### src/rtl/bin2gray_counter.sv
// Binary up/down counter with registered Gray-code output, one-cycle wrap pulse
// and a sticky flag raised if a counting step ever changes other than one Gray bit.
module bin2gray_counter #(
   parameter int SIZE = 10
) (
   input  logic            clk,
   input  logic            rst,
   input  logic            load,
   input  logic [SIZE-1:0] bin_in,
   input  logic            en,
   input  logic            up,
   output logic [SIZE-1:0] bin_out,
   output logic [SIZE-1:0] gray_out,
   output logic            valid_out,
   output logic            wrap,
   output logic            step_err
);

   localparam logic [SIZE-1:0] ONE      = {{(SIZE-1){1'b0}}, 1'b1};
   localparam logic [SIZE-1:0] ALL_ONES = {SIZE{1'b1}};
   localparam logic [SIZE-1:0] ZERO     = {SIZE{1'b0}};

   logic [SIZE-1:0] r_bin;
   logic [SIZE-1:0] r_gray;
   logic            r_valid;
   logic            r_wrap;
   logic            r_step_err;

   logic [SIZE-1:0] w_cnt_next;
   logic [SIZE-1:0] w_gray_next;
   logic [SIZE-1:0] w_gray_diff;
   logic            w_step;
   logic            w_wrap_next;
   logic            w_one_bit;

   always_comb begin
      w_cnt_next = r_bin;
      w_step     = 1'b0;
      if (load) begin
         w_cnt_next = bin_in;
      end else if (en) begin
         w_step     = 1'b1;
         w_cnt_next = up ? (r_bin + ONE) : (r_bin - ONE);
      end
   end

   // Wrap only on a real count step crossing the boundary, never on load.
   assign w_wrap_next = w_step & ((up & (r_bin == ALL_ONES)) | (~up & (r_bin == ZERO)));

   genvar gi;
   generate
      for (gi = 0; gi < SIZE - 1; gi++) begin : g_gray
         assign w_gray_next[gi] = w_cnt_next[gi] ^ w_cnt_next[gi+1];
      end
   endgenerate
   assign w_gray_next[SIZE-1] = w_cnt_next[SIZE-1];

   // Exactly one bit set: non-zero and clearing the lowest set bit leaves zero.
   assign w_gray_diff = w_gray_next ^ r_gray;
   assign w_one_bit   = (w_gray_diff != ZERO) && ((w_gray_diff & (w_gray_diff - ONE)) == ZERO);

   always_ff @(posedge clk) begin
      if (rst) begin
         r_bin      <= ZERO;
         r_gray     <= ZERO;
         r_valid    <= 1'b0;
         r_wrap     <= 1'b0;
         r_step_err <= 1'b0;
      end else begin
         r_bin  <= w_cnt_next;
         r_gray <= w_gray_next;
         r_wrap <= w_wrap_next;
         if (load || en) begin
            r_valid <= 1'b1;
         end
         if (w_step && !w_one_bit) begin
            r_step_err <= 1'b1;
         end
      end
   end

   assign bin_out   = r_bin;
   assign gray_out  = r_gray;
   assign valid_out = r_valid;
   assign wrap      = r_wrap;
   assign step_err  = r_step_err;

endmodule

### config.mk
export PLATFORM = sky130hd
export DESIGN_NAME = bin2gray_counter
export DESIGN_NICKNAME = d
export VERILOG_FILES = /design/src/rtl/bin2gray_counter.sv
export SDC_FILE = /design/constraint.sdc
export NUM_CORES = 1
export LEC_CHECK = 0
export CORE_MARGIN = 3
export CORE_UTILIZATION = 44
export DETAILED_ROUTE_END_ITERATION = 12
export PLACE_DENSITY = 0.75
export SYNTH_ARGS = -nofsm -noshare
export SYNTH_HDL_FRONTEND = slang
export SYNTH_SLANG_ARGS = --single-unit
### constraint.sdc
create_clock -name clk -period 7.8 [get_ports clk]
set_input_delay 1.17 -clock clk [delete_from_list [all_inputs] [get_ports clk]]
set_output_delay 1.17 -clock clk [all_outputs]
set_load 0.01 [all_outputs]
==> flow_summary_export.csv <==
group,metric,value,unit
worst_setup_path,arrival,5350,ps
worst_setup_path,startpoint_type,"primary input",
yosys,synth_compound_area_share,23.94,%
placement,hpwl,3255,µm
worst_setup_path,crit_path_cell_trace,"clkdlybuf4s50_1, inv_1, ha_1, o21a_1, o221ai_1, o41ai_1, o41ai_4, xnor2_1, nand2b_1, o221a_4, or3_4, or3_1, o311ai_1, a311oi_2",
placement,port_buffers,37,
timing,tightest_slew,941.6,ps
yosys,synth-main-ff-cell,"dfxtp_1",
pwr,internal_power,0.2818,mW
placement,gp_routability_congestion,0.9060,
yosys,yosysSeqAreaShare,24.86,%
clocking,clock-root-buffer,"clkbuf_8",
pwr,p_comb_share,43.1,%
worst_setup_path,max_stage_delay,650,ps
die,coreArea,3771,µm²
die,fp.dieH,69.46,µm
layout,syn2layout_area_growth,25.99,%
worst_setup_path,endpoint_kind,"flip-flop",
hold_path,hold_class,"flip-flop to flip-flop",
timing,final.setup.worst_slack,2559,ps
drt,drc,0,
die,rows,22,
timing,slew_headroom,37.03,%
worst_setup_path,path_delay_family,"compound AO/OA/AOI/OAI gates",
clocking,hold_buffers,0,
clocking,cts-buffers-inserted,3,
drt,wl_per_cell,14.55,µm
run_status,status,"finished, final reports clean",
drt,vias_per_cell,5.721,
yosys,ys_warn_count,0,
timing,setup_viol,0,
run,cap_violations,0,
clocking,clock-sinks,22,
pwr,p_clk_share,24.8,%
timing,finalHoldViolCount,0,
placement,pre_cts_ws,2338,ps
drt,drtIter0Drc,71,
grt,grt_overflow,0,
die,die_w,69.46,µm
layout,nNetsFinal,278,
yosys,synthMuxAreaShare,3.955,%
pwr,p_leak,0.8647,nW
clocking,clk-insertion-delay-late,270,ps
drt,drt-total-wl,4381,µm
clocking,post_cts_resized,0,
worst_setup_path,crit_type,"primary input to flip-flop",
yosys,synth_seq_cells,22,
drt,first_pass_iters,5,
placement,dp.cells,297,
die,initial_core_util,46.98,%
yosys,ys_async_sr_fraction,0,%
worst_setup_path,critPathSlowestCell,"clkdlybuf4s50_1",
yosys,synth-xor-area-share,12.85,%
grt,grt_pass1_wl,7424,µm
yosys,synth_edf_count,0,
die,ios,38,
layout,drive_above_1_share,5.138,%
yosys,synthesis.area,1772,µm²
pwr,ir_drop,0.1553,mV
yosys,synth-adder-area-share,6.780,%
clocking,cts_tree,"built",
yosys,synthCells,221,
yosys,synth_cell_type_count,54,
pwr,switching_share,35.01,%
timing,min_period,5241,ps
pwr,power.switching,0.1518,mW
grt,track_usage,18.37,%
clocking,clk_pin_slew,90,ps
worst_setup_path,path_buf_inv,2,
layout,fin_cells,301,
timing,fin_setup_tns,0,ps
grt,grt_pass1_vias,1564,
drt,drtAntennaViolNets,0,
layout,fillers,335,
grt,antenna_found_initial,0,
clocking,cts_max_level,1,
drt,vias,1722,
yosys,synth_top_family_by_area,"compound AO/OA/AOI/OAI gates",
timing,rsz0062_at_grt,"false",
timing,max_freq,190.8,MHz
timing,slew_violations,0,
worst_setup_path,worstPathRequired,7910,ps
pwr,seqPwrFrac,32.1,%
worst_setup_path,worstPathMaxFanout,8,
pwr,pwr_density_cell,194.2,nW/µm²
layout,utilization,59.19,%
timing,finalCritPeriodShare,67.19,%
layout,antenna_cells,0,
clocking,cts_setup_buffers,0,
die,die-area,4824,µm²
clocking,clockBufferDepth,2,
timing,clock_skew,6.096,ps
grt,grt_start_max_net_pins,26,
yosys,synthSimpleGateAreaFrac,23.16,%
yosys,synth_nets,245,
yosys,synth.avg_cell_area,8.017,µm²
[synthesized netlist by cell type (all sizes together) (2+ instances only)]
library cell	count	share of area, %
inv	10	2.1
a22oi	3	1.3
o221a	2	1.8
o21bai	2	0.85
a21oi	11	3.3
dfxtp	22	25
nand3	5	1.7
and2	2	0.71
o41ai	2	2.0
o31ai	4	2.0
nor2	32	6.8
nor3	7	2.0
o211ai	2	0.85
a221oi	2	0.99
a311oi	3	1.8
xnor2	15	7.4
or2	2	0.71
nand2	11	2.3
nand2b	3	1.1
o22ai	2	0.71
ha	8	5.6
mux2i	7	4.0
a31oi	4	1.4
and3	2	0.71
buf	4	1.2
o21ai	8	2.3
xor2	11	5.4
nand4	3	1.1
nor2b	4	1.4
clkbuf	5	1.1
or4	3	1.3
or3	5	2.0
nor4	4	1.4
a21o	3	1.3
[layout by cell type (no fill, tap or decap), types with 4 or more instances in the layout]
cell / count
a21oi_1: 10
inv_1: 9
nor4_1: 4
nor2_1: 32
or3_1: 4
xnor2_1: 15
clkdlybuf4s50_1: 37
a31oi_1: 4
mux2i_1: 7
nor2b_1: 4
xor2_1: 11
o21ai_0: 7
nor3_1: 7
nand3_1: 4
ha_1: 8
dfxtp_1: 22
nand2_1: 11
[registers in the layout, indices dropped and copies added, names as in the netlist]
signal	count
step_err	1
bin_out	10
valid_out	1
wrap	1
gray_out	9
[power groups by stage]
| stage | combinational [mW] | sequential [mW] | clock (mW) |
|---|---|---|---|
| CTS | 0.186 | 0.140 | 0.111 |
| detailed placement | 0.184 | 0.142 | 0 |
| global placement | 0.183 | 0.142 | 0 |
| floorplan | 0.126 | 0.144 | 0 |
| finish | 0.187 | 0.139 | 0.108 |
| global route | 0.207 | 0.142 | 0.114 |
[area by class of cell]
type                    instances  area (µm²)  area share (%)
multi-input cells             180        1252           56.11
flip-flops and latches         22       440.4           19.73
repair buffers                 37       370.4           16.59
well taps                      48       60.06           2.691
clock buffers                   3       41.29           1.850
inverters                      10       37.54           1.682
clock inverters                 1       30.03           1.345
[path summary, 6_finish.rpt]
check                          from                     end  slack (ps)  cells past startpoint
min reg2reg  valid_out$_SDFFE_PP0P_  valid_out$_SDFFE_PP0P_         510                      2
max                              up   step_err$_SDFFE_PP0P_        2560                     14
max reg2reg   bin_out[0]$_SDFF_PP0_   step_err$_SDFFE_PP0P_        3930                     13
min          valid_out$_SDFFE_PP0P_  valid_out$_SDFFE_PP0P_         510                      2
[through the flow]
step | instance area, µm² | total power, mW | hold WS (ps)
floorplan | 1772 | 0.2703 | 523.9
finish | 2232 | 0.4336 | 507.8
global placement | 2161 | 0.3247 | 473.3
global route | 2232 | 0.4629 | 553.8
CTS | 2232 | 0.4365 | 510.8
detailed placement | 2161 | 0.3264 | 474.6
[routing by layer]
layer / vias to the layer above / part of all wire, % / track usage (%)
met2: 64 / 48 / 31.04
met1: 786 / 45 / 24.51
li1: 870 / - / -
met3: 2 / 7.0 / 4.348
met4: 0 / 0.18 / 1.952
met5: - / 0 / 0
[logic make-up (layout without fill, tap and decap cells)]
logic type / after synthesis / after routing
buffers and inverters: 19 / 51
multiplexers: 7 / 7
flip-flops: 22 / 22
adder cells (fa/ha/maj): 9 / 9
AND/OR/NAND/NOR: 83 / 83
AO/OA/AOI/OAI: 55 / 55
XOR/XNOR: 26 / 26
[worst reg2reg max path, stage by stage, from the launching register on]
cell,delay [ps]
dfxtp_1,450
inv_1,100
fa_1,430
nand2b_1,190
a21oi_1,130
nor2_1,60
o31ai_2,460
xor2_1,250
or3_1,360
a21o_1,260
or3_4,430
or3_1,370
o311ai_1,100
a311oi_2,140
Power figures use the tool's default switching activity.
